--- config.mk ---
export PLATFORM = sky130hd
export DESIGN_NAME = rgbw_spi_master
export DESIGN_NICKNAME = d
export VERILOG_FILES = /design/src/rtl/rgbw_spi_master.sv
export SDC_FILE = /design/constraint.sdc
export NUM_CORES = 1
export LEC_CHECK = 0
export CAP_MARGIN = 0
export CORE_MARGIN = 8
export CORE_UTILIZATION = 30
export CTS_CLUSTER_SIZE = 12
export DETAILED_ROUTE_END_ITERATION = 16
export PLACE_DENSITY = 0.62
export REMOVE_ABC_BUFFERS = 1
export SYNTH_ARGS = -nofsm -noshare
export SYNTH_HDL_FRONTEND = slang
export SYNTH_SLANG_ARGS = --single-unit
--- constraint.sdc ---
create_clock -name clk -period 3.23 [get_ports clk]
set_input_delay 0.646 -clock clk [delete_from_list [all_inputs] [get_ports clk]]
set_output_delay 0.646 -clock clk [all_outputs]
set_load 0.02 [all_outputs]
--- src/rtl/rgbw_spi_master.sv ---
`default_nettype none
// +--------------------------------------------------------------------------+
// | Module   : rgbw_spi_master                                               |
// | Purpose  : SPI mode-0 master that shifts one RGBW lamp command frame out |
// |            MSB first, byte 0 first, with cs active low and sck derived   |
// |            from an internal half-period divider. All outputs registered. |
// | Revision : 1.0 - initial release                                         |
// +--------------------------------------------------------------------------+
module rgbw_spi_master #(
  parameter int CLK_DIV = 4,  // sck half-period in clk cycles (1..255)
  parameter int N_BYTES = 7   // bytes per frame (1..15)
) (
  input  logic                   clk,
  input  logic                   reset,
  input  logic                   start,
  input  logic [8*N_BYTES-1:0]   frame,
  output logic                   busy,
  output logic                   done,
  output logic                   byte_sent,
  output logic                   sck,
  output logic                   mosi,
  output logic                   cs
);

  localparam int         FW        = 8 * N_BYTES;
  localparam logic [7:0] HALF_LAST = 8'(CLK_DIV - 1);
  localparam logic [3:0] BYTE_LAST = 4'(N_BYTES - 1);

  typedef enum logic [1:0] {
    IDLE = 2'd0,
    LOW  = 2'd1,
    HIGH = 2'd2,
    HOLD = 2'd3
  } state_t;

  state_t        state_q, state_d;
  logic [7:0]    half_q, half_d;
  logic [2:0]    bit_q, bit_d;
  logic [3:0]    byte_q, byte_d;
  logic [FW-1:0] shift_q, shift_d;
  logic          busy_q, busy_d;
  logic          done_q, done_d;
  logic          byte_sent_q, byte_sent_d;
  logic          sck_q, sck_d;
  logic          mosi_q, mosi_d;
  logic          cs_q, cs_d;
  logic          half_end;

  assign half_end = (half_q == HALF_LAST);

  // Next-state logic; outputs are derived from the next state so they come
  // out of flops aligned with the state they describe.
  always_comb begin
    state_d = state_q;
    bit_d   = bit_q;
    byte_d  = byte_q;
    shift_d = shift_q;

    case (state_q)
      IDLE: begin
        if (start) begin
          shift_d = frame;
          bit_d   = 3'd0;
          byte_d  = 4'd0;
          state_d = LOW;
        end
      end
      LOW: begin
        if (half_end) state_d = HIGH;
      end
      HIGH: begin
        if (half_end) begin
          shift_d = {shift_q[FW-2:0], 1'b0};
          bit_d   = bit_q + 3'd1;
          if (bit_q == 3'd7 && byte_q != BYTE_LAST) byte_d = byte_q + 4'd1;
          if (bit_q == 3'd7 && byte_q == BYTE_LAST) state_d = HOLD;
          else                                      state_d = LOW;
        end
      end
      HOLD: begin
        if (half_end) state_d = IDLE;
      end
      default: state_d = IDLE;
    endcase

    // Half-period counter restarts on every state change and rests in IDLE.
    if (state_d != state_q || state_q == IDLE) half_d = 8'd0;
    else                                       half_d = half_q + 8'd1;

    cs_d        = (state_d == IDLE);
    busy_d      = (state_d != IDLE);
    sck_d       = (state_d == HIGH);
    done_d      = (state_q == HOLD) && (state_d == IDLE);
    // Pulse lands on the final high cycle of the eighth bit of a byte.
    byte_sent_d = (state_d == HIGH) && (half_d == HALF_LAST) && (bit_d == 3'd7);

    // mosi only moves when sck goes (or stays) low: it tracks the shift MSB
    // in LOW/HIGH, freezes through HOLD and parks at 0 when idle.
    if (state_d == IDLE)      mosi_d = 1'b0;
    else if (state_d == HOLD) mosi_d = mosi_q;
    else                      mosi_d = shift_d[FW-1];
  end

  // State and output registers with synchronous active-low reset.
  always_ff @(posedge clk) begin
    if (!reset) begin
      state_q     <= IDLE;
      half_q      <= 8'd0;
      bit_q       <= 3'd0;
      byte_q      <= 4'd0;
      shift_q     <= '0;
      busy_q      <= 1'b0;
      done_q      <= 1'b0;
      byte_sent_q <= 1'b0;
      sck_q       <= 1'b0;
      mosi_q      <= 1'b0;
      cs_q        <= 1'b1;
    end else begin
      state_q     <= state_d;
      half_q      <= half_d;
      bit_q       <= bit_d;
      byte_q      <= byte_d;
      shift_q     <= shift_d;
      busy_q      <= busy_d;
      done_q      <= done_d;
      byte_sent_q <= byte_sent_d;
      sck_q       <= sck_d;
      mosi_q      <= mosi_d;
      cs_q        <= cs_d;
    end
  end

  assign busy      = busy_q;
  assign done      = done_q;
  assign byte_sent = byte_sent_q;
  assign sck       = sck_q;
  assign mosi      = mosi_q;
  assign cs        = cs_q;

endmodule
`default_nettype wire
==> Word-level counts from Yosys, hierarchy flattened <==
Index checks and enable logic that the tools add are counted.
{ "totals": {"register_bits": 79, "out_inout_bits": 6, "wordCells": 61} }
{ "op_classes": {"n_addsub": 3, "eq_ne": 15, "muxes": 17, "bitwise": 1, "n_reduce_logical": 13} }
{ "ops": {"columns": ["op", "count"], "rows": [
  ["$mux 56", 2],
  ["$pmux 56 s2", 1],
  ["$eq 8x2->1 const B", 2],
  ["$mux 4", 3],
  ["$mux 2", 5],
  ["$add 8x1->8 const B", 1],
  ["$eq 2x2->1 const B", 4],
  ["$mux 8", 1],
  ["$pmux 2 s4", 1],
  ["$pmux 4 s2", 1],
  ["$eq 3x3->1 const B", 2],
  ["$mux 3", 2],
  ["$ne 2x2->1 const B", 3],
  ["$pmux 3 s2", 1],
  ["$logic_and 1x1->1", 5],
  ["$add 4x1->4 const B", 1],
  ["$eq 4x3->1 const B", 1],
  ["$logic_not 2->1", 2],
  ["$ne 4x3->1 const B", 1],
  ["$reduce_and 4->1", 1],
  ["$reduce_bool 2->1", 2],
  ["$add 3x1->3 const B", 1],
  ["$reduce_and 3->1", 1],
  ["$eq 2x1->1 const B", 1],
  ["other kinds (4)", 4]
]} }

==> Logic depth before layout (Yosys ltp) <==
Gate-level depths: netlist of the first run.
{ "logic_depth": {"depth_word": 11, "ltp_mapped": 7, "mapped_depth_nobuf": 6} }

==> Worst setup path before layout of the first run <==
No wires, ideal clock.
{ "synth_path": {"path_kind": "reg-to-reg", "startpoint": "reg half_q[0]", "endpoint": "reg shift_q[0]", "setup_time_ns": 0.128, "t_arrival_ns": 1.698, "required_ns": 3.102, "setup_slack_ns": 1.405, "stages_incl_launch_ff": 8, "path_buffers": 2, "synth_period_minus_slack_ns": 1.825, "path_cell_list": "dfxtp_1 > ha_1 > nor4b_4 > and3_2 > buf_2 > buf_2 > a2bb2oi_1 > nor2_1"} }
{ "synth_between": {"elab_chain_len": 3} }
{ "synth_lines": {"columns": ["element", "line", "text"], "rows": [
  ["start, declared", "37", "logic [7:0] half_q, half_d;"],
  ["start signal, assigned", "120", "half_q <= half_d;"],
  ["$eq 8x2->1", "49", "assign half_end = (half_q == HALF_LAST);"],
  ["$ne 2x2->1 (no line)", null, null],
  ["$reduce_and 3->1 (no line)", null, null],
  ["end signal, assigned", "123", "shift_q <= shift_d;"],
  ["end, declared", "40", "logic [FW-1:0] shift_q, shift_d;"]
]} }
No other way between the ends.
A chain may end at the register's enable or synchronous reset.

==> Worst setup path in the final report of the first run <==
{ "layout_path": {"startpoint": "reg state_q[1]", "endpoint": "reg shift_q[0]"} }
{ "layout_between": {"elab_chain_len": 3, "elab_cells_between_ends": 7, "cone_classes": "eq/ne: 3; mux: 1; reduce/logical: 3"} }
{ "layout_lines": {"columns": ["element", "line", "text"], "rows": [
  ["start, declared", "36", "state_t state_q, state_d;"],
  ["start signal, assigned", "119", "state_q <= state_d;"],
  ["$eq 2x2->1 or $logic_not 2->1 (tied branches)", "59", "case (state_q)"],
  ["$ne 2x2->1 (no line) or $reduce_bool 2->1 (tied branches)", null, null],
  ["$reduce_and 3->1 (no line)", null, null]
]} }
Parallel ways exist; a longest one is shown, timed or not.

==> reports/metrics.yaml, run 1 <==
final_layout:
  final_cell_mix: "dfxtp_1 (79), nand2_1 (64), clkdlybuf4s50_1 (64), a21oi_1 (63), a22oi_1 (55)"
  layout.nets: 497
  final_common_cell: "dfxtp_1"
  drive_gt1_share_pct: 7.99
  design_area_um2: 4260
  antenna_cells: 0
  area_growth_syn_to_layout_pct: 29.5
run:
  cap_violations: 0
clock_tree:
  cts_num_sinks: 79
  cts_tree: "done"
  cts_buffers: 9
  cts_root_buffer: "clkbuf_8"
  clk_pin_slew_worst_paths_ps: 80
  insertion_delay_ps: 340
  post-cts-setup-buffers: 0
  cts_buffer_depth: 2
  post_cts_resized: 0
  cts_max_level: 3
  cts_hold_buf: 0
worst_setup_path:
  worstPathCellList: "nor2b_1 -> and3_2 -> buf_12 -> a2bb2oi_1 -> nor2_1"
  crit_fanout: 35
  required_ps: 3450
  cp.arrival_ps: 2560
  critPathKind: "flip-flop to flip-flop"
  critPathBufInv: 1
  cp-start-kind: "flip-flop"
  cp-end-kind: "flip-flop"
  crit_slowest_cell: "and3_2"
  cpLargestDelayFamily: "simple AND/OR/NAND/NOR gates"
  slowest_delay_ps: 660
status:
  status: "finished, final reports clean"
synth:
  synth_compound_area_share_pct: 26.4
  syn_inst: 380
  synth_xor_area_share_pct: 1.86
  synth_top_family_by_area: "compound AO/OA/AOI/OAI gates"
  synth.area.mux_share_pct: 0.304
  synth.top_cell.area_share_pct: 48.0
  async_reset_ff_share_pct: 0
  syn_area_um2: 3290
  ys_ff_latch: 79
  ys_warn_count: 0
  yosys-top-cells-area: "dfxtp_1 (48%), a22oi_1 (13%), a21oi_1 (9.6%), nand2_1 (7.3%), nor2_1 (2.2%)"
  synth-simple-area-share_pct: 16.9
  synthFlopType: "dfxtp_1"
  synth_fa_ha_area_share_pct: 1.90
  synth_edf_count: 0
  yosysSeqAreaShare_pct: 48.0
  synth_cell_types: 46
  synth.avg_cell_area_um2: 8.67
  yosys.area.top_type: "dfxtp_1"
sta:
  worst_pin_slew_ps: 563
  grt_setup_unrepaired: "no"
  finalSetupViolations: 0
  slew_violations: 0
  max-slew-margin-rel_pct: 62.5
  final.min_clock_period_ps: 2340
  min_period_over_period_pct: 72.3
  finalHoldViolations: 0
  fin_tns_setup_ps: 0
  max_freq_ghz: 0.428
  clock-skew-final_ps: 8.37
placement:
  place.port_buffers: 64
  gp_congestion: 0.798
  hpwlAfterDp_mm: 5.55
  place_area_um2: 4080
global_routing:
  antenna_found_initial: 0
  grt_usage_pct: 11.5
  grt.met3_usage_pct: 4.38
  grt_max_degree: 47
  busiest_layer: "met2"
  grt_pass1_wl_mm: 13.7
  grt_pass1_vias: 2903
  grt_overflow: 0
  met2_usage_pct: 19.0
  use_met1_pct: 13.4
floorplanning:
  die_w_um: 121
  num_io_pins: 65
  coreArea_um2: 10800
  dieArea_um2: 14600
  rows: 38
  dieHeight_um: 121
  start_util_pct: 30.5
drt:
  drc_errors: 0
  first_pass_iters: 4
  drt-total-wl_mm: 8.21
  ant_nets: 0
  vias_per_cell: 5.07
  drtIter0Drc: 221
  routedWlPerCell_um: 14.2
  vias: 2932
power_and_ir_drop:
  ir_drop_uv: 193
  power.leakage_nw: 1.48
  p_per_area_nw_per_um2: 465
hold_path:
  hp-class: "flip-flop to flip-flop"
tightest hold or removal path: stages (launching register included):
cell	delay (ps)
dfxtp_1	310
nand2_1	50
a21oi_1	50
cell usage after synthesis, types with 2 or more instances:
| library cell | count |
|---|---|
| a21o_1 | 2 |
| a21oi_1 | 63 |
| a22oi_1 | 55 |
| a2bb2oi_1 | 2 |
| a31o_2 | 2 |
| a31oi_1 | 2 |
| and2_1 | 3 |
| and3_1 | 2 |
| buf_1 | 2 |
| buf_2 | 8 |
| clkbuf_1 | 17 |
| dfxtp_1 | 79 |
| ha_1 | 5 |
| inv_1 | 4 |
| nand2_1 | 64 |
| nand2b_1 | 2 |
| nand3_1 | 8 |
| nand4_1 | 5 |
| nor2_1 | 19 |
| o21ai_0 | 4 |
| or4_1 | 2 |
| xnor2_1 | 2 |
| xor2_1 | 5 |
per-stage QoR:
stage                     utilization [%]  hold slack, ps  worst slack [ps]  cells  power [mW]
after floorplan                         -             436             -3710    351        1.18
after global placement               37.8             441               694    562        1.30
after detailed placement             37.8             446               635    562        1.30
after CTS                            39.5             457               894    578        2.02
after global routing                 39.5             471               707    578        2.10
final                                39.5             455               895    578        1.98
final timing paths:
kind	depth (start not counted)	from	to	slack (ps)
setup reg to reg	5	state_q[1]	shift_q[0]	890
hold reg to reg	2	shift_q[22]	shift_q[22]	450
hold / removal	2	shift_q[22]	shift_q[22]	450
setup / recovery	5	state_q[1]	shift_q[0]	890
sequential cells by signal, indices dropped and copies added (netlist names):
name / count
byte_q: 4
cs: 1
busy: 1
byte_sent: 1
shift_q: 56
mosi: 1
done: 1
sck: 1
bit_q: 3
half_q: 8
state_q: 2
layer usage:
layer / vias to the layer above / routed length (um)
li1: 1471 / -
met1: 1386 / 3670
met2: 73 / 4050
met3: 2 / 451
met4: 0 / 46
met5: - / 0
cell type report:
| cell class | count | area, um2 |
|---|---|---|
| inverters | 5 | 18.8 |
| repair buffers | 71 | 718 |
| well taps | 140 | 175 |
| clock buffers | 9 | 124 |
| fillers | 1078 | 6530 |
| multi-input cells | 267 | 1580 |
| flip-flops and latches | 79 | 1580 |
| clock inverters | 7 | 63.8 |
power by group:
| part | total [mW] | switching (mW) | leakage, nW | internal [mW] |
|---|---|---|---|---|
| Combinational | 0.231 | 0.107 | 0.735 | 0.124 |
| Sequential | 1.05 | 0.0264 | 0.646 | 1.02 |
| Clock | 0.704 | 0.352 | 0.103 | 0.352 |
logic make-up (layout without fill, tap and decap cells):
logic type,count (synthesis),after routing
flip-flops,79,79
AND/OR/NAND/NOR,117,117
XOR/XNOR,7,7
AO/OA/AOI/OAI,137,137
buffers and inverters,34,92
adder cells (fa/ha/maj),5,5
multiplexers,1,1
Note: power is estimated with default switching activity, not from simulation.
==> run 2: changes to the inputs <==
Settings changed: PLACE_DENSITY 0.62 to 0.64.
Clock period 3.23 ns to 2 ns, I/O delays scaled along.
==> reports/metrics.yaml, run 2 (synthesis gave the netlist of run 1 again) <==
status:
  status: "finished, final reports clean"
power_and_ir_drop:
  seqPwrFrac_pct: 49.5  # -3.4 points
  p_sw_share_pct: 24.7  # +0.27 points
  p_sw_mw: 0.846  # +74%
  ir_drop_uv: 371  # +93%
  clkPwrFrac_pct: 39.5  # +4.0 points
  power.leakage_nw: 1.55  # +4.2%
  power.internal_mw: 2.57  # +72%
  pwr-share-comb_pct: 11.0  # -0.7 points
  p_per_area_nw_per_um2: 776  # +67%
  total_power_mw: 3.42  # +72%
sta:
  final.min_clock_period_ps: 1820  # -520 ps
  clock-skew-final_ps: 11.3  # +2.90 ps
  max-slew-margin-rel_pct: 67.3  # +4.8 points
  worst_pin_slew_ps: 486  # -77.1 ps
  min_period_over_period_pct: 90.8  # +18 points
  fin_tns_setup_ps: 0  # unchanged
  slew_violations: 0  # unchanged
  finalHoldViolations: 0  # unchanged
  grt_setup_unrepaired: "no"
  max_freq_ghz: 0.551  # +29%
  fin_ws_ps: 185  # -710 ps
  finalSetupViolations: 0  # unchanged
  holdWs_ps: 457  # +2.01 ps
final_layout:
  final_common_cell: "dfxtp_1"
  largest-register: "shift_q"
  drive_gt1_share_pct: 10.7  # +2.7 points
  fillers: 1075  # -0.28%
  fin_cells: 590  # +2.1%
  layout.nets: 509  # +2.4%
  largest_registers: "shift_q: 56 flops, half_q: 8 flops, byte_q: 4 flops"
  area_growth_syn_to_layout_pct: 33.7
  antenna_cells: 0  # unchanged
  largest_reg_flops: 56  # unchanged
  final_cell_mix: "dfxtp_1 (79), nand2_1 (64), clkdlybuf4s50_1 (64), a21oi_1 (63), a22oi_1 (55)"
  regArea_um2: 1580  # unchanged
  multi_input_area_um2: 1600  # +0.87%
drt:
  drt-total-wl_mm: 8.38  # +2.0%
  drtIter0Drc: 123  # -44%
  routedWlPerCell_um: 14.2  # about the same
  first_pass_iters: 4  # unchanged
  drc_errors: 0  # unchanged
  vias_per_cell: 5.03  # -0.86%
  vias: 2967  # +1.2%
  ant_nets: 0  # unchanged
clock_tree:
  clk_pin_slew_worst_paths_ps: 80  # about the same
  cts_root_buffer: "clkbuf_8"
  cts_num_sinks: 79  # unchanged
  cts_tree: "done"
  cts_max_level: 3  # unchanged
  cts_buffers: 9  # unchanged
  insertion_delay_ps: 360  # +20 ps
  cts_buffer_depth: 2  # unchanged
global_routing:
  antenna_found_initial: 0  # unchanged
  grt_max_degree: 38  # -19%
  grt_pass1_vias: 3030  # +4.4%
  grt_overflow: 0  # unchanged
  grt_usage_pct: 11.9  # +0.43 points
  grt_pass1_wl_mm: 14.2  # +4.0%
worst_setup_path:
  cp-end-kind: "flip-flop"
  r2r_end: "shift_q[30]"
  required_ps: 2280  # -1170 ps
  critPathKind: "flip-flop to flip-flop"
  crit_fanout: 34  # -2.9%
  reg2reg_depth: 8  # +3
  cp.arrival_ps: 2100  # -460 ps
  rrSetupSlack_ps: 180  # -710 ps
  worstReg2RegStart: "half_q[1]"
  cp-start-kind: "flip-flop"
  crit_start: "half_q[1]"
floorplanning:
  die_w_um: 121  # unchanged
  rows: 38  # unchanged
  dieArea_um2: 14600  # unchanged
  num_io_pins: 65  # unchanged
  dieHeight_um: 121  # unchanged
  start_util_pct: 30.5  # unchanged
  coreArea_um2: 10800  # unchanged
placement:
  place.port_buffers: 64  # unchanged
  dp.cells: 572  # +1.8%
  gp_congestion: 0.747  # -6.4%
  hpwlAfterDp_mm: 5.71  # +3.0%
  dp_slack_ps: -70.4  # -705 ps
hold_path:
  hp-start: "shift_q[37]"
  min_path_cells: 2  # unchanged
  holdPathEnd: "shift_q[37]"
  hp-class: "flip-flop to flip-flop"
run:
  cap_violations: 0  # unchanged
## run 2: worst max-delay path, cell delays in order (launching register included)
cell,delay (ps)
dfxtp_1,350
ha_4,180
nor4b_4,130
buf_6,140
buf_4,130
a31oi_4,190
buf_4,360
nand2_1,90
a21oi_1,160
## run 2: metal layers
metal | share of wire [%] | track usage, %
met1 | 47 | 14.9
met3 | 5.2 | 3.73
met5 | 0 | 0
met2 | 46 | 18.9
met4 | 1.4 | 4.45
## run 2: timing repair
action	in CTS	in global routing
hold endpoints to repair	0	0
setup endpoints to repair	12	36
hold buffers	0	0
resized for setup	0	5
setup buffers	2	0
## run 2: power by group through the flow
stage / clock, mW / combinational, mW / sequential [mW]
2_1_floorplan: 0 / 0.180 / 1.72
3_3_place_gp: 0 / 0.372 / 1.73
3_5_place_dp: 0 / 0.379 / 1.73
4_1_cts: 1.41 / 0.380 / 1.69
5_1_grt: 1.48 / 0.416 / 1.70
6_report: 1.35 / 0.375 / 1.69
## run 2: how the worst max path moves through the flow
stage / end / cells after the start
global route: mosi / 7
global placement: mosi / 6
detailed placement: shift_q[30] / 5
CTS: shift_q[47] / 8
floorplan: mosi / 4
finish: shift_q[30] / 8
## run 2: area by class of cell
type | count | share of cell area (%)
Clock buffer | 9 | 2.81
Multi-Input combinational cell | 267 | 36.3
Timing Repair Buffer | 83 | 18.2
Inverter | 5 | 0.426
Clock inverter | 7 | 2.36
Tap cell | 140 | 3.98
Sequential cell | 79 | 35.9
## run 2: metrics by stage
stage,area (um2),util (%)
after floorplan,3160,-
after global placement,4140,38.3
after detailed placement,4140,38.3
after CTS,4380,40.6
after global routing,4400,40.8
final,4400,40.8
